$ cat src/rtl/chime_ctrl.sv
// chime_ctrl: beep scheduler feeding the count_buzz stage.
// It produces an hourly chime, with one beep per hour on a 12-hour dial,
// and a snoozable alarm that stops by itself after a timeout.
module chime_ctrl #(
  parameter int SNOOZE_SEC        = 300,
  parameter int ALARM_TIMEOUT_SEC = 60,
  parameter bit CHIME_EN          = 1'b1
) (
  input  logic       clk,
  input  logic       rst,
  input  logic       sec_tick,
  input  logic [4:0] hour,
  input  logic [5:0] minute,
  input  logic [5:0] second,
  input  logic [4:0] alarm_hour,
  input  logic [5:0] alarm_min,
  input  logic       alarm_on,
  input  logic       stop_key,
  input  logic       snooze_key,
  input  logic       beep_done,
  output logic       buzz_en,
  output logic [3:0] beep_count,
  output logic       alarm_active,
  output logic       chime_active
);

  // The seconds counter is shared by SNOOZE and ALARM. It is sized so the
  // larger limit can be reached without the counter wrapping.
  localparam int SEC_MAX = (SNOOZE_SEC > ALARM_TIMEOUT_SEC) ? SNOOZE_SEC : ALARM_TIMEOUT_SEC;
  localparam int SEC_W   = (SEC_MAX < 1) ? 1 : $clog2(SEC_MAX + 1);
  localparam logic [SEC_W-1:0] SNZ_LIM = SEC_W'(SNOOZE_SEC);
  localparam logic [SEC_W-1:0] TMO_LIM = SEC_W'(ALARM_TIMEOUT_SEC);

  typedef enum logic [1:0] {
    ST_IDLE   = 2'd0,
    ST_CHIME  = 2'd1,
    ST_ALARM  = 2'd2,
    ST_SNOOZE = 2'd3
  } state_t;

  state_t           state, state_nxt;
  logic [3:0]       beep_count_nxt;
  logic [3:0]       beep_cnt, beep_cnt_nxt;
  logic [SEC_W-1:0] sec_cnt, sec_cnt_nxt;
  logic [4:0]       h_mod;
  logic             alarm_trig, chime_trig;

  // Both triggers are qualified by sec_tick, so each match fires once.
  always_comb begin
    alarm_trig = sec_tick && alarm_on && (hour == alarm_hour) &&
                 (minute == alarm_min) && (second == 6'd0);
    chime_trig = sec_tick && CHIME_EN && (minute == 6'd0) && (second == 6'd0);
    h_mod      = (hour >= 5'd12) ? (hour - 5'd12) : hour;
  end

  // Next-state logic. Keys and disarm are evaluated before triggers and
  // timeouts, so a key pulse that coincides with sec_tick wins.
  always_comb begin
    state_nxt      = state;
    beep_count_nxt = beep_count;
    beep_cnt_nxt   = beep_cnt;
    sec_cnt_nxt    = sec_cnt;
    case (state)
      ST_IDLE: begin
        if (alarm_trig) begin
          state_nxt      = ST_ALARM;
          beep_count_nxt = 4'd15;
          sec_cnt_nxt    = '0;
          beep_cnt_nxt   = '0;
        end else if (chime_trig) begin
          state_nxt      = ST_CHIME;
          beep_count_nxt = (h_mod == 5'd0) ? 4'd12 : h_mod[3:0];
          beep_cnt_nxt   = '0;
        end
      end
      ST_CHIME: begin
        if (stop_key) begin
          state_nxt = ST_IDLE;
        end else if (alarm_trig) begin
          state_nxt      = ST_ALARM;
          beep_count_nxt = 4'd15;
          sec_cnt_nxt    = '0;
          beep_cnt_nxt   = '0;
        end else if (beep_done) begin
          beep_cnt_nxt = beep_cnt + 4'd1;
          // Leave on the last beep_done so buzz_en never opens another beep.
          if ((beep_cnt + 4'd1) == beep_count) state_nxt = ST_IDLE;
        end
      end
      ST_ALARM: begin
        if (!alarm_on || stop_key) begin
          state_nxt = ST_IDLE;
        end else if (snooze_key) begin
          state_nxt   = ST_SNOOZE;
          sec_cnt_nxt = '0;
        end else if (sec_tick) begin
          sec_cnt_nxt = sec_cnt + SEC_W'(1);
          if ((sec_cnt + SEC_W'(1)) == TMO_LIM) state_nxt = ST_IDLE;
        end
      end
      ST_SNOOZE: begin
        if (!alarm_on || stop_key) begin
          state_nxt = ST_IDLE;
        end else if (sec_tick) begin
          sec_cnt_nxt = sec_cnt + SEC_W'(1);
          if ((sec_cnt + SEC_W'(1)) == SNZ_LIM) begin
            state_nxt      = ST_ALARM;
            beep_count_nxt = 4'd15;
            sec_cnt_nxt    = '0;
          end
        end
      end
      default: state_nxt = ST_IDLE;
    endcase
  end

  // State and counter registers, which clear asynchronously on reset.
  always_ff @(posedge clk or negedge rst) begin
    if (!rst) begin
      state      <= ST_IDLE;
      beep_count <= '0;
      beep_cnt   <= '0;
      sec_cnt    <= '0;
    end else begin
      state      <= state_nxt;
      beep_count <= beep_count_nxt;
      beep_cnt   <= beep_cnt_nxt;
      sec_cnt    <= sec_cnt_nxt;
    end
  end

  // Outputs are decoded from the registered state only.
  always_comb begin
    buzz_en      = (state == ST_CHIME) || (state == ST_ALARM);
    chime_active = (state == ST_CHIME);
    alarm_active = (state == ST_ALARM) || (state == ST_SNOOZE);
  end

endmodule
$ cat config.mk
export PLATFORM = sky130hd
export DESIGN_NAME = chime_ctrl
export DESIGN_NICKNAME = d
export VERILOG_FILES = /design/src/rtl/chime_ctrl.sv
export SDC_FILE = /design/constraint.sdc
export NUM_CORES = 1
export LEC_CHECK = 0
export ABC_CLOCK_PERIOD_IN_PS = 2520
export BUFFER_PORTS_ARGS = -buffer_cell sky130_fd_sc_hd__buf_2
export CORE_MARGIN = 2
export CORE_UTILIZATION = 45
export CTS_BUF_LIST = sky130_fd_sc_hd__clkbuf_2 sky130_fd_sc_hd__clkbuf_4 sky130_fd_sc_hd__clkbuf_8
export DETAILED_ROUTE_END_ITERATION = 6
export GPL_TIMING_DRIVEN = 0
export PLACE_DENSITY = 0.7
export SETUP_SLACK_MARGIN = 0.02
export SYNTH_ARGS = -nofsm -noshare
export SYNTH_HDL_FRONTEND = slang
export SYNTH_SLANG_ARGS = --single-unit
export TNS_END_PERCENT = 5
$ cat constraint.sdc
create_clock -name clk -period 2.52 [get_ports clk]
set_input_delay 0.504 -clock clk [delete_from_list [all_inputs] [get_ports clk]]
set_output_delay 0.504 -clock clk [all_outputs]
set_load 0.05 [all_outputs]
==> results_dict.tcl, run 1 <==
set metrics [dict create \
    slew_violations 0 \
    worst-setup-path-type "register to output pin" \
    async_reset_ff_share_pct 100 \
    tightestPinTransition_ns 0.545 \
    grt_max_degree 20 \
    switching_share_pct 46.7 \
    power.density_nw_per_um2 803 \
    num-fill-cells 321 \
    synth_area_leaders "dfrtp_1 (32%), xnor2_1 (9.9%), ha_1 (5.8%)" \
    core_area_um2 3100 \
    cellLeakagePower_nw 0.786 \
    cp_max_fo 4 \
    num_vias 1476 \
    antennaDiodeCount 0 \
    clockRootBuffer "clkbuf_4" \
    ir_drop_uv 531 \
    synth_fp_nets 209 \
    gp_congestion 0.876 \
    min_period_ns 2.09 \
    synthFlopType "dfrtp_1" \
    slew_headroom_pct 63.4 \
    p_sw_mw 0.670 \
    fin_tns_setup_ns 0 \
    yosys.area.top_type_share_pct 31.7 \
    ant_nets 0 \
    fin_cells 256 \
    mostFrequentLayoutCells "buf_2 (41), dfrtp_1 (19), xnor2_1 (17), inv_1 (10), a21oi_1 (10)" \
    yosys.area.top_type "dfrtp_1" \
    dr.pass1.iters 4 \
    status "completed" \
    hpwl_mm 2.89 \
    clock_latency_ns 0.31 \
    grt_pass1_vias 1422 \
    wl_per_cell_um 14.0 \
    finalCritPeriodShare_pct 82.9 \
    grt_usage_pct 21.4 \
    fin_util_pct 57.6 \
    layout.nets 255 \
    holdWs_ns 0.118 \
    antenna_found_initial 0 \
    cap_viol_max_count 0 \
    cp-end-kind "output pin" \
    syn2layout_area_growth_pct 19.2 \
    worst_ep_arrival_time_ns 1.58 \
    cts_hold_buf 0 \
    grt_pass1_wl_mm 6.11 \
    netlist_area_um2 1500 \
    start_kind "register" \
    h-tree-depth 1 \
    dieArea_um2 3810 \
    yosys_warnings 0 \
    viasPerCell 5.77 \
    finClkSkew_ns 0.00249 \
    rsz0062_at_grt "false" \
    die_x_um 61.7 \
    multi_input_area_um2 982 \
    path_clk_slew_ns 0.12 \
    maxClockFrequency_mhz 479 \
    wl_mm 3.58 \
    hold_viol 0 \
    avgSynthCellArea_um2 8.98 \
    layout_commonest_cell "buf_2" \
    drc_errors 0 \
    netlist_instances 167 \
    cts_buffers 3 \
    ios 42 \
    internal_power_mw 0.766 \
    ys_ff_latch 19 \
    cts_setup_buffers 0 \
    cts_tree "built" \
    synth-edff-count 0 \
    hp-class "input port to asynchronous set/reset pin" \
    seq_power_share_pct 32.5 \
    initial_core_util_pct 48.3 \
    required_ns 2.02 \
    dp_cells 252 \
    grt.overflow.total 0 \
    combPwrFrac_pct 55.8 \
    seq_area_um2 475 \
    setup_violations 0 \
    port_buffers 41 \
    die_y_um 61.7 \
    yosysSeqAreaShare_pct 31.7 \
    cts_num_sinks 19 \
    drive_above_1_share_pct 24.5 \
    yosysUniqueCellTypes 45 \
    drt_iter0_markers 83 \
    cts_resized 0 \
    rows 20 \
    clockBufferDepth 2 \
    p_clk_share_pct 11.6 \
]
sequential cells by signal, summed over array words and instances (netlist names):
register,flops
beep_count,4
sec_cnt,9
state,2
beep_cnt,4
cell families (layout without fill, tap and decap cells):
family                   after synthesis  in the layout  share of synthesized area (%)
multiplexers                           3              3                           2.09
XOR/XNOR                              20             20                           11.7
AND/OR/NAND/NOR                       58             58                           22.3
buffers and inverters                 11             56                           2.75
flip-flops                            19             19                           31.7
AO/OA/AOI/OAI                         49             49                           23.6
adder cells (fa/ha/maj)                7              7                           5.84
per-layer routing:
| metal | part of all wire (%) | vias up | track usage, % |
|---|---|---|---|
| met4 | 1.3 | 0 | 8.21 |
| met3 | 3.5 | 5 | 3.52 |
| met2 | 49 | 35 | 37.0 |
| met1 | 46 | 721 | 26.8 |
| met5 | 0 | - | 0 |
| li1 | - | 715 | - |
cell usage after synthesis (2+ instances only):
cell,instances
a21o_1,4
a21oi_1,10
a22o_1,5
a31oi_1,6
and3_1,3
dfrtp_1,19
ha_1,7
inv_1,10
mux2i_1,2
nand2_1,9
nand2b_1,5
nand3_1,7
nand3b_1,3
nand4_1,4
nor2_1,9
nor2b_1,5
nor3_1,3
o21ai_0,2
o21ai_1,4
o22a_1,2
o22ai_1,3
o31ai_1,2
o32a_1,3
xnor2_1,17
xor2_1,3
critical path, cell delays in order (launching register included):
cell	delay, ns
dfrtp_1	0.42
inv_1	0.12
ha_1	0.23
inv_1	0.09
nand2_1	0.13
buf_2	0.28
cell type report:
| class | instances | area share (%) |
|---|---|---|
| tap | 44 | 3.08 |
| clock inverter | 1 | 0.280 |
| clock buffer | 3 | 1.26 |
| buffer | 1 | 0.210 |
| sequential | 19 | 26.6 |
| multi-input combinational | 137 | 55.0 |
| timing repair buffer | 41 | 11.5 |
| inverter | 10 | 2.10 |
metrics by stage:
stage                     worst slack (ns)  power, mW  area [um^2]
after floorplan                      0.450       1.09         1500
after global placement               0.250       1.25         1760
after detailed placement             0.202       1.28         1760
after CTS                            0.436       1.45         1790
after global routing                 0.314       1.54         1790
final                                0.432       1.44         1790
power by group through the flow:
stage	Sequential (mW)	Clock [mW]	Combinational [mW]
6_report	0.467	0.167	0.801
5_1_grt	0.483	0.184	0.870
4_1_cts	0.468	0.173	0.806
3_5_place_dp	0.474	0	0.802
3_3_place_gp	0.472	0	0.776
2_1_floorplan	0.569	0	0.516
path summary, 6_finish.rpt:
path | start | to | slack [ns] | cells past startpoint
worst max-delay path | state[0] | alarm_active | 0.43 | 5
worst max register to register | sec_cnt[0] | sec_cnt[7] | 0.50 | 8
worst min-delay path | rst | state[1] | 0.12 | 1
min in group clk | hour[0] | beep_count[0] | 0.44 | 2
max in group asynchronous | rst | sec_cnt[2] | 2.09 | 1
worst min register to register | sec_cnt[8] | sec_cnt[8] | 0.53 | 1
(Power assumes the default switching activity.)
==> run 2, diff against run 1 <==
Settings changed: ABC_CLOCK_PERIOD_IN_PS 2520 to 2050.
Clock period 2.52 ns to 2.05 ns, I/O delays scaled along.
==> run 2 against run 1 <==
Sequential power rose by 23%. Combinational power rose by 26%. Non-clock buffer count did not move. Cell count did not move. Utilization rose by 1.2 points. First-iteration DRC count rose by 4.8%. Critical path type unchanged.
==> results_dict.tcl, run 2 (same netlist as run 1, synthesis figures left out) <==
set metrics [dict create \
    dp_slack_ns -0.129 \
    p_clk_share_pct 11.3 \
    die_y_um 61.7 \
    multi_input_area_um2 1010 \
    cts_num_sinks 19 \
    hp-class "input port to asynchronous set/reset pin" \
    antennaDiodeCount 0 \
    ant_nets 0 \
    layout.nets 255 \
    min_period_ns 1.97 \
    syn2layout_area_growth_pct 21.7 \
    die_x_um 61.7 \
    rsz0062_at_grt "false" \
    cts_hold_buf 0 \
    rows 20 \
    num_vias 1434 \
    setup_violations 0 \
    p_total_mw 1.79 \
    core_area_um2 3100 \
    rrSetupSlack_ns 0.12 \
    cp-end-kind "output pin" \
    cellLeakagePower_nw 0.800 \
    antenna_found_initial 0 \
    slew_headroom_pct 70.3 \
    drc_errors 0 \
    required_ns 1.64 \
    viasPerCell 5.60 \
    combPwrFrac_pct 56.7 \
    cp_max_fo 4 \
    finalCritPeriodShare_pct 95.9 \
    reg_top3 "sec_cnt (9), beep_cnt (4), beep_count (4)" \
    clockBufferDepth 2 \
    path_clk_slew_ns 0.12 \
    top_register "sec_cnt" \
    hpwl_mm 2.89 \
    mostFrequentLayoutCells "buf_2 (40), dfrtp_1 (19), xnor2_1 (17), inv_1 (10), nor2_1 (9)" \
    status "completed" \
    port_buffers 41 \
    fin_tns_setup_ns 0 \
    worst-setup-path-type "register to output pin" \
    internal_power_mw 0.958 \
    grt_pass1_wl_mm 6.02 \
    clockRootBuffer "clkbuf_4" \
    grt_pass1_vias 1404 \
    largest_register_ffs 9 \
    clock_latency_ns 0.30 \
    layout_commonest_cell "buf_2" \
    num-fill-cells 319 \
    dieArea_um2 3810 \
    ir_drop_uv 756 \
    grt_usage_pct 20.9 \
    cts_buffers 3 \
    cts_tree "built" \
    ios 42 \
    seq_power_share_pct 32.1 \
    r2r_end "state[0]" \
    p_sw_mw 0.830 \
    seq_area_um2 475 \
    r2r_start "beep_cnt[0]" \
    drive_above_1_share_pct 27.4 \
    finClkSkew_ns 0.00688 \
    initial_core_util_pct 48.3 \
    drt_iter0_markers 87 \
    wl_per_cell_um 14.0 \
    hold_viol 0 \
    grt_max_degree 20 \
    switching_share_pct 46.4 \
    start_kind "register" \
    r2r_cells 7 \
    power.density_nw_per_um2 980 \
    slew_violations 0 \
    worst_slack_ns 0.0848 \
    gp_congestion 0.932 \
    worst_ep_arrival_time_ns 1.56 \
    cap_viol_max_count 0 \
    h-tree-depth 1 \
    wl_mm 3.59 \
    startpoint "state[0]" \
    maxClockFrequency_mhz 509 \
    dr.pass1.iters 4 \
    grt.overflow.total 0 \
    tightestPinTransition_ns 0.446 \
]
-- run 2: layout make-up --
cell class / instances / area share (%)
Multi-Input combinational cell: 137 / 55.6
Sequential cell: 19 / 26.1
Timing Repair Buffer: 41 / 11.4
Tap cell: 44 / 3.02
Inverter: 10 / 2.06
Clock buffer: 3 / 1.23
Buffer: 1 / 0.412
Clock inverter: 1 / 0.274
-- run 2: critical path, stage by stage (launching register included) --
cell and delay [ns]:
dfrtp_1 0.42, inv_1 0.12, ha_1 0.24, inv_1 0.11, nand2_2 0.13, buf_4 0.22
-- run 2: how the worst max path moves through the flow --
stage	endpoint	slack, ns	cells after the start
2_1_floorplan	beep_count[2]	0.13	4
3_3_place_gp	beep_count[3]	-0.12	6
3_5_place_dp	beep_count[3]	-0.13	6
4_1_cts	sec_cnt[7]	0.009	8
5_1_grt	sec_cnt[5]	0.02	8
6_report	alarm_active	0.08	5
-- run 2: timing repair --
| item | 4_1_cts | 5_1_grt |
|---|---|---|
| pin swaps | 0 | 0 |
| endpoints found under the setup margin | 2 | 14 |
| buffers inserted | 0 | 0 |
| gates resized for setup | 1 | 10 |
-- run 2: per-layer routing --
metal,GRT usage [%],share of wire (%)
met5,0,0
met1,26.2,46
met4,5.47,0.42
met3,2.28,2.3
met2,38.0,51
-- run 2: stage by stage --
step	cells	hold slack [ns]	area (um^2)	utilization, %
CTS	256	0.0467	1790	57.8
global placement	252	0.380	1760	56.8
detailed placement	252	0.385	1760	56.8
global route	256	0.0522	1820	58.8
floorplan	167	0.114	1500	-
finish	256	0.0287	1820	58.8
-- run 2: power by group through the flow --
stage | clock network, mW | registers, mW | logic, mW
after CTS | 0.206 | 0.575 | 0.994
after detailed placement | 0 | 0.585 | 0.987
after global routing | 0.221 | 0.588 | 1.11
final | 0.201 | 0.574 | 1.01
after floorplan | 0 | 0.700 | 0.635
after global placement | 0 | 0.578 | 0.957
